<file path="config.mk">
export PLATFORM = sky130hd
export DESIGN_NAME = lift_boundary_sweeper
export DESIGN_NICKNAME = d
export VERILOG_FILES = /design/src/rtl/lift_sweep_pkg.sv /design/src/rtl/lift_settle_timer.sv /design/src/rtl/lift_boundary_sweeper.sv
export SDC_FILE = /design/constraint.sdc
export NUM_CORES = 1
export LEC_CHECK = 0
export CAP_MARGIN = 5
export CORE_UTILIZATION = 55
export DETAILED_ROUTE_END_ITERATION = 7
export GPL_ROUTABILITY_DRIVEN = 1
export GPL_TIMING_DRIVEN = 0
export HOLD_SLACK_MARGIN = 0.15
export PLACE_DENSITY = 0.81
export REMOVE_ABC_BUFFERS = 1
export SLEW_MARGIN = 5
export SYNTH_ARGS = -nofsm -noshare
export SYNTH_HDL_FRONTEND = slang
export SYNTH_SLANG_ARGS = --single-unit
</file>
<file path="constraint.sdc">
create_clock -name CLK -period 2.3 [get_ports CLK]
set_input_delay 0.46 -clock CLK [delete_from_list [all_inputs] [get_ports CLK]]
set_output_delay 0.46 -clock CLK [all_outputs]
set_load 0.02 [all_outputs]
</file>
<file path="src/rtl/lift_sweep_pkg.sv">
// Shared types and helpers for the lifted-boundary sweep harnesses.
package lift_sweep_pkg;

    typedef enum logic [1:0] {
        IDLE   = 2'd0,
        SETTLE = 2'd1,
        EMIT   = 2'd2,
        DONE   = 2'd3
    } sweep_state_t;

    // Width of the settle counter; covers hold windows of 1..255 cycles.
    localparam int SETTLE_W = 8;

    // Highest stimulus of an n-input sweep (all ones).
    function automatic logic [31:0] last_vector(input int unsigned n);
        return (32'd1 << n) - 32'd1;
    endfunction

endpackage

</file>
<file path="src/rtl/lift_settle_timer.sv">
// Load-and-count settle timer: clear restarts the count, enable advances it,
// and expire marks the CYCLES-th enabled edge since the last clear.
module lift_settle_timer
    import lift_sweep_pkg::*;
#(
    parameter int unsigned CYCLES = 1
) (
    input  logic clk,
    input  logic rst_n,
    input  logic clear,
    input  logic enable,
    output logic expire
);

    localparam logic [SETTLE_W-1:0] LIMIT = SETTLE_W'(CYCLES - 1);

    logic [SETTLE_W-1:0] cnt;

    // Expiry is decoded from the count so the owner can act on the same edge.
    assign expire = enable && !clear && (cnt == LIMIT);

    // Count enabled edges, wrapping to zero on expiry so back-to-back windows work.
    always_ff @(posedge clk or negedge rst_n) begin
        if (!rst_n) begin
            cnt <= '0;
        end else if (clear) begin
            cnt <= '0;
        end else if (enable) begin
            if (expire) begin
                cnt <= '0;
            end else begin
                cnt <= cnt + SETTLE_W'(1);
            end
        end
    end

endmodule

</file>
<file path="src/rtl/lift_boundary_sweeper.sv">
// Exhaustive stimulus/capture stage for the lifted boundary of a partial
// circuit: walks lifted_input through 0..2^N-1, holds each value for a settle
// window, captures lifted_output and hands the pair downstream on valid/ready.
module lift_boundary_sweeper
    import lift_sweep_pkg::*;
#(
    parameter int unsigned N_LIFT_IN     = 2,
    parameter int unsigned N_LIFT_OUT    = 1,
    parameter int unsigned SETTLE_CYCLES = 1
) (
    input  logic                  CLK,
    input  logic                  ASYNCRESETN,
    input  logic                  start,
    output logic                  busy,
    output logic                  done,
    output logic [N_LIFT_IN-1:0]  lifted_input,
    input  logic [N_LIFT_OUT-1:0] lifted_output,
    output logic                  O_valid,
    input  logic                  O_ready,
    output logic [N_LIFT_IN-1:0]  O_stim,
    output logic [N_LIFT_OUT-1:0] O_resp,
    output logic                  O_last
);

    if (SETTLE_CYCLES < 1 || SETTLE_CYCLES > 255) begin : g_bad_settle
        $error("lift_boundary_sweeper: SETTLE_CYCLES must be 1..255");
    end
    if (N_LIFT_IN < 1 || N_LIFT_IN > 8) begin : g_bad_in
        $error("lift_boundary_sweeper: N_LIFT_IN must be 1..8");
    end
    if (N_LIFT_OUT < 1 || N_LIFT_OUT > 32) begin : g_bad_out
        $error("lift_boundary_sweeper: N_LIFT_OUT must be 1..32");
    end

    localparam logic [N_LIFT_IN-1:0] LAST_VEC = N_LIFT_IN'(last_vector(N_LIFT_IN));

    sweep_state_t          state;
    sweep_state_t          next_state;
    logic [N_LIFT_IN-1:0]  vector;
    logic [N_LIFT_IN-1:0]  next_vector;
    logic [N_LIFT_OUT-1:0] resp;
    logic                  capture;
    logic                  timer_clear;
    logic                  timer_en;
    logic                  expire;
    logic                  at_last;

    // The stimulus and the presented pair come straight from registers, so the
    // partial never sees a glitch and no input reaches an output combinationally.
    assign lifted_input = vector;
    assign O_stim       = vector;
    assign O_resp       = resp;

    assign timer_en = (state == SETTLE);
    assign at_last  = (vector == LAST_VEC);

    lift_settle_timer #(
        .CYCLES (SETTLE_CYCLES)
    ) u_settle (
        .clk    (CLK),
        .rst_n  (ASYNCRESETN),
        .clear  (timer_clear),
        .enable (timer_en),
        .expire (expire)
    );

    // Next-state and datapath control; the sweep ends on the all-ones pair,
    // never on counter overflow.
    always_comb begin
        next_state  = state;
        next_vector = vector;
        capture     = 1'b0;
        timer_clear = 1'b0;
        case (state)
            IDLE: begin
                if (start) begin
                    next_vector = '0;
                    timer_clear = 1'b1;
                    next_state  = SETTLE;
                end
            end
            SETTLE: begin
                if (expire) begin
                    capture    = 1'b1;
                    next_state = EMIT;
                end
            end
            EMIT: begin
                if (O_ready) begin
                    if (at_last) begin
                        next_state = DONE;
                    end else begin
                        next_vector = vector + N_LIFT_IN'(1);
                        timer_clear = 1'b1;
                        next_state  = SETTLE;
                    end
                end
            end
            DONE: begin
                next_state = IDLE;
            end
            default: begin
                next_state = IDLE;
            end
        endcase
    end

    // State register; reset aborts any sweep in progress immediately.
    always_ff @(posedge CLK or negedge ASYNCRESETN) begin
        if (!ASYNCRESETN) begin
            state <= IDLE;
        end else begin
            state <= next_state;
        end
    end

    // Stimulus, captured response and registered status flags, all derived
    // from the upcoming state so each output is a flop.
    always_ff @(posedge CLK or negedge ASYNCRESETN) begin
        if (!ASYNCRESETN) begin
            vector  <= '0;
            resp    <= '0;
            busy    <= 1'b0;
            done    <= 1'b0;
            O_valid <= 1'b0;
            O_last  <= 1'b0;
        end else begin
            vector  <= next_vector;
            if (capture) begin
                resp <= lifted_output;
            end
            busy    <= (next_state != IDLE);
            done    <= (next_state == DONE);
            O_valid <= (next_state == EMIT);
            O_last  <= (next_state == EMIT) && (next_vector == LAST_VEC);
        end
    end

endmodule

</file>
## Yosys cells after proc, flatten, opt, wreduce, memory -nomap -nowiden

Index checks and enable logic that the tools add are counted.

- Eq/ne operators: 7
- Multiplexer cells: 18
- $add $sub $neg: 2
- Reduce and logical (&&, ||, !) cells: 8

Operators with widths:

| cell | count |
|---|---|
| 8-bit 2-to-1 mux | 3 |
| 2-bit 2-to-1 mux | 7 |
| 2-bit equality test, second input constant | 6 |
| 8-bit by 1-bit adder with 8-bit output, second input constant | 1 |
| 8-bit zero test | 1 |
| 2-bit case mux with 4 select lines | 1 |
| 1-bit 2-to-1 mux | 5 |
| 2-bit case mux with 2 select lines | 1 |
| 2-bit nonzero test | 2 |
| 1-bit logical AND | 3 |
| 2-bit by 1-bit adder with 2-bit output, second input constant | 1 |
| 2-bit by 1-bit equality test with 1-bit output, second input constant | 1 |
| 2-bit zero test | 1 |
| 1-bit case mux with 2 select lines | 1 |
| 1-bit zero test | 1 |

- Register bits after elaboration: 17
- Output and inout bits: 9

## Depth between registers and ports, before layout

- Word-level depth: 11
- Gate-level depth with buffers: 6

## Cells and area by module

From an unflattened synthesis, not the netlist that was laid out.

- Cells, all modules: 88
- Area total of the unflattened synthesis: 900.9 µm²

By module, submodules not included:

| module | cells an instance | area an instance (µm²) | sequential area each (µm²) | instances |
|---|---|---|---|---|
| lift_boundary_sweeper | 41 | 451.7 | 225.2 | 1 |
| lift_settle_timer | 47 | 449.2 | 200.2 | 1 |

## Worst setup path before layout

Ideal clock, no wire load.

- Path type: flip-flop to flip-flop
- From: reg u_settle.cnt[0]
- To: reg resp (netlist: O_resp)
- Setup slack: 851 ps
- Period minus slack after synthesis: 1449 ps
- Library setup time: 125 ps
- Stages on the path, launching flop included: 7
- Arrival: 1324 ps
- Buffers on the path: 0
- Cell sequence: dfrtp_1 inv_1 ha_1 nor4b_4 and2_4 nand2_2 mux2_4

- Word-level cells in the longest chain between the ends: 4

RTL lines:

| element | RTL line | RTL |
|---|---|---|
| start, declared | lift_settle_timer.sv:17 | `logic [SETTLE_W-1:0] cnt;` |
| start signal, assigned | lift_settle_timer.sv:32 | `cnt <= cnt + SETTLE_W'(1);` |
| 8-bit zero test | lift_settle_timer.sv:20 | `assign expire = enable && !clear && (cnt == LIMIT);` |
| 1-bit logical AND | lift_settle_timer.sv:20 |  |
| 1-bit 2-to-1 mux | lift_boundary_sweeper.sv:83 | `if (expire) begin` |
| 1-bit 2-to-1 mux | lift_boundary_sweeper.sv:74 | `case (state)` |
| end signal, assigned | lift_boundary_sweeper.sv:130 | `resp <= lifted_output;` |
| end, declared | lift_boundary_sweeper.sv:41 | `logic [N_LIFT_OUT-1:0] resp;` |

No other way between the ends.
A chain may end at the register's enable or synchronous reset.

## Worst setup path after layout

- From: reg vector[1] (netlist: O_stim[1])
- To: out O_stim[1]

RTL lines:

| element | RTL line | RTL |
|---|---|---|
| start, declared | lift_boundary_sweeper.sv:39 | `logic [N_LIFT_IN-1:0] vector;` |
| start signal, assigned | lift_boundary_sweeper.sv:128 | `vector <= next_vector;` |
| end, declared | lift_boundary_sweeper.sv:20 | `output logic [N_LIFT_IN-1:0] O_stim,` |

No word-level cell between the ends.

==> reports/metrics.yaml <==
worst_hold_path:
  timing.hold.worst_endpoint: "O_resp"
  hold_path.class: "reg2reg"
  min-delay-start: "O_resp"
  hold_path_depth: 1
die:
  initial_util_pct: 59.93
  die_w_um: 42.75
  die-height_um: 42.75
  placement_rows: 14
  core_mm2: 0.001524
  top_level_ports: 14
  die_area_mm2: 0.001828
clock_tree:
  post_cts_buffers: 0
  htreeDepth: 1
  cts_tree: "built"
  clock_sink_count: 17
  ctsHoldBuffers: 0
  clock_tree.root_cell: "sky130_fd_sc_hd__clkbuf_4"
  clk_path_buf_depth: 2
  cts_buffers: 3
  post_cts_resized: 0
  worst_skew_pair.late_latency_ns: 0.29
  clk_transition_reported_paths_ns: 0.10
logic_synthesis:
  mux_share_of_post_synthesis_cell_area_pct: 1.644
  compound_cell_area_share_of_the_yosys_netlist_pct: 19.32
  netlist_top_cells_count: "17 x sky130_fd_sc_hd__dfrtp_1, 7 x sky130_fd_sc_hd__nand2_1, 7 x sky130_fd_sc_hd__o21ai_0"
  synth_largest_area_cell: "sky130_fd_sc_hd__dfrtp_1"
  post_synth_xor_area_fraction_pct: 0
  yosys.area_share.adder_pct: 2.740
  netlist-cell-type-count: 37
  yosysSeqAreaShare_pct: 46.58
  synth_edf_count: 0
  syn_area_um2: 913.4
  synth_top_family_by_area: "simple AND/OR/NAND/NOR gates"
  ys_seq_elements: 17
  gate_count_post_synth: 91
  synth-simple-area-share_pct: 24.25
  leading_post_synthesis_cells_by_cell_area: "sky130_fd_sc_hd__dfrtp_1 47%, sky130_fd_sc_hd__o21ai_0 3.8%, sky130_fd_sc_hd__a32o_1 3.3%, sky130_fd_sc_hd__nand2_1 2.9%, sky130_fd_sc_hd__a21oi_1 2.7%"
  synth.top_cell.area_share_pct: 46.58
  synth.most_common_cell: "sky130_fd_sc_hd__dfrtp_1"
  most_used_flip_flop_cell_after_synthesis: "sky130_fd_sc_hd__dfrtp_1"
  synth-async-reset-ratio_pct: 100.0
  synthesis.yosys.warnings: 0
  post_synth.cell_area_avg_um2: 10.04
layout:
  n_antenna_cell: 0
  n_fill_cell: 123
  syn_to_final_growth_pct: 15.07
  design_area_mm2: 0.001051
  stdcell_count: 119
  final_layout_size_suffix_gt1_share_pct: 11.65
  fin_nets: 111
global_routing:
  groute.usage.overall_pct: 22.26
  antenna_found_initial: 0
  first_pass_grt_wire_length_mm: 2.932
  grt_start_max_net_pins: 18
  grt_remaining_overflow: 0
  first_global_vias: 650
sta:
  fin_skew_ns: 0.006485
  final_report_max_slew_violation_count: 0
  whs_ns: 0.5253
  final_min_period_over_clock_period_pct: 80.97
  worstMarginPinSlew_ns: 0.7437
  final.setup.worst_slack_ns: 0.4377
  hold_violations: 0
  tns_ns: 0
  rsz0062_at_grt: "no"
  final_period_minus_worst_setup_slack_ns: 1.862
  achievable-frequency_mhz: 537.0
  timing.final.setup_violations: 0
  max_slew_margin_pct: 50.26
detailed_routing:
  drc_errors: 0
  vias_per_cell: 5.790
  routed_wl_mm: 1.717
  antenna_violating_nets_post_route: 0
  wl_per_cell_um: 14.43
  detailedRoute.firstPassIterationCount: 4
  dr_total_vias: 689
  drt_initial_violations: 15
worst_setup_path:
  endpoint_type_of_the_worst_setup_path: "primary output"
  r2r_cells: 3
  setup.worst_path.start_class: "flop"
  path_cells: "clkdlybuf4s50_1"
  path_depth: 1
  setup_slack_of_the_most_critical_reg_to_reg_path_ns: 0.58
  timing.critical_path.slowest_stage_cell: "sky130_fd_sc_hd__clkdlybuf4s50_1"
  maximum_cell_stage_delay_along_the_critical_path_ns: 0.66
  timing.critical_path.buf_inv: 1
  timing.critical_path.arrival_ns: 1.40
  timing.critical_path.required_ns: 1.84
  setup.worst_path.class: "reg2out"
  reg2reg_to: "u_settle.cnt[5]"
  critical_path_peak_fanout: 7
  reg2reg_from: "state[0]"
  timing.critical_path.max_delay_family: "buffers and inverters"
placed_design:
  placement.io_buffers: 13
  gp_congestion: 0.7953
  placement.setup.worst_slack_ns: 0.2824
  hpwlAfterDp_mm: 1.219
  placedCellCount: 115
  dpl_cell_area_mm2: 0.001025
power_and_ir_drop:
  p_leak_nw: 0.4596
  pwr_density_cell_mw_per_mm2: 921.8
  peakVddDrop_uv: 716.4
run_status:
  status: "finished, final reports clean"
job:
  max-cap-violations: 0
[stage by stage]
step	power [mW]	util (%)
after global routing	1.031	68.97
after floorplan	0.6559	-
after detailed placement	0.8138	67.24
after CTS	0.9757	68.97
after global placement	0.8057	67.24
final	0.9688	68.97
[worst max-delay path by stage]
stage / slack, ns / end / from
after floorplan: 0.79 / u_settle.cnt[2] / O_stim[1]
after global placement: 0.30 / u_settle.cnt[2] / O_ready
after detailed placement: 0.28 / u_settle.cnt[2] / O_ready
after CTS: 0.42 / O_stim[1] / O_stim[1]
after global routing: 0.37 / O_stim[1] / O_stim[1]
final: 0.44 / O_stim[1] / O_stim[1]
[power breakdown]
part | switching (mW) | internal (mW) | leakage (nW) | total [mW]
clock network | 0.0917 | 0.0676 | 0.0150 | 0.159
registers | 0.0794 | 0.350 | 0.227 | 0.430
logic | 0.197 | 0.183 | 0.218 | 0.380
[sequential cells by signal, indices dropped and copies added (netlist names)]
name,flops
O_last,1
u_settle.cnt,8
busy,1
state,2
O_valid,1
done,1
O_stim,2
O_resp,1
[cells in the final DEF, fill, tap and decap left out, types with 2 or more instances in the layout]
master                            count
sky130_fd_sc_hd__ha_1                 2
sky130_fd_sc_hd__dfrtp_1             17
sky130_fd_sc_hd__nor3_1               4
sky130_fd_sc_hd__nand3_1              4
sky130_fd_sc_hd__nor2b_1              2
sky130_fd_sc_hd__inv_1                3
sky130_fd_sc_hd__nor2_1               6
sky130_fd_sc_hd__a21oi_1              5
sky130_fd_sc_hd__o21ai_0              7
sky130_fd_sc_hd__and3_1               2
sky130_fd_sc_hd__o211ai_1             3
sky130_fd_sc_hd__a32o_1               3
sky130_fd_sc_hd__clkbuf_4             3
sky130_fd_sc_hd__nand2b_1             2
sky130_fd_sc_hd__clkdlybuf4s50_1     13
sky130_fd_sc_hd__nand2_1              7
[logic make-up (layout without fill, tap and decap cells)]
logic type      count (synthesis)  after routing
fa+ha+maj                       2              2
flops                          17             17
buf+inv                         8             20
simple gates                   37             37
compound gates                 26             26
mux                             1              1
[layout make-up]
cell class / instances / area, um^2 / share of cell area, %
multi-input cells: 66 / 437.9 / 41.67
flip-flops and latches: 17 / 425.4 / 40.48
repair buffers: 13 / 130.1 / 12.38
clock buffers: 4 / 26.28 / 2.500
well taps: 16 / 20.02 / 1.905
inverters: 3 / 11.26 / 1.071
[metal layers]
layer,wire length (um),GRT usage (%),part of all wire [%],up-vias
met4,33,13.75,1.9,0
met3,69,7.234,4.0,5
li1,-,-,-,361
met1,845,29.81,49,310
met2,769,30.91,45,13
met5,0,0,0,-
Note: power is estimated with default switching activity, not from simulation.
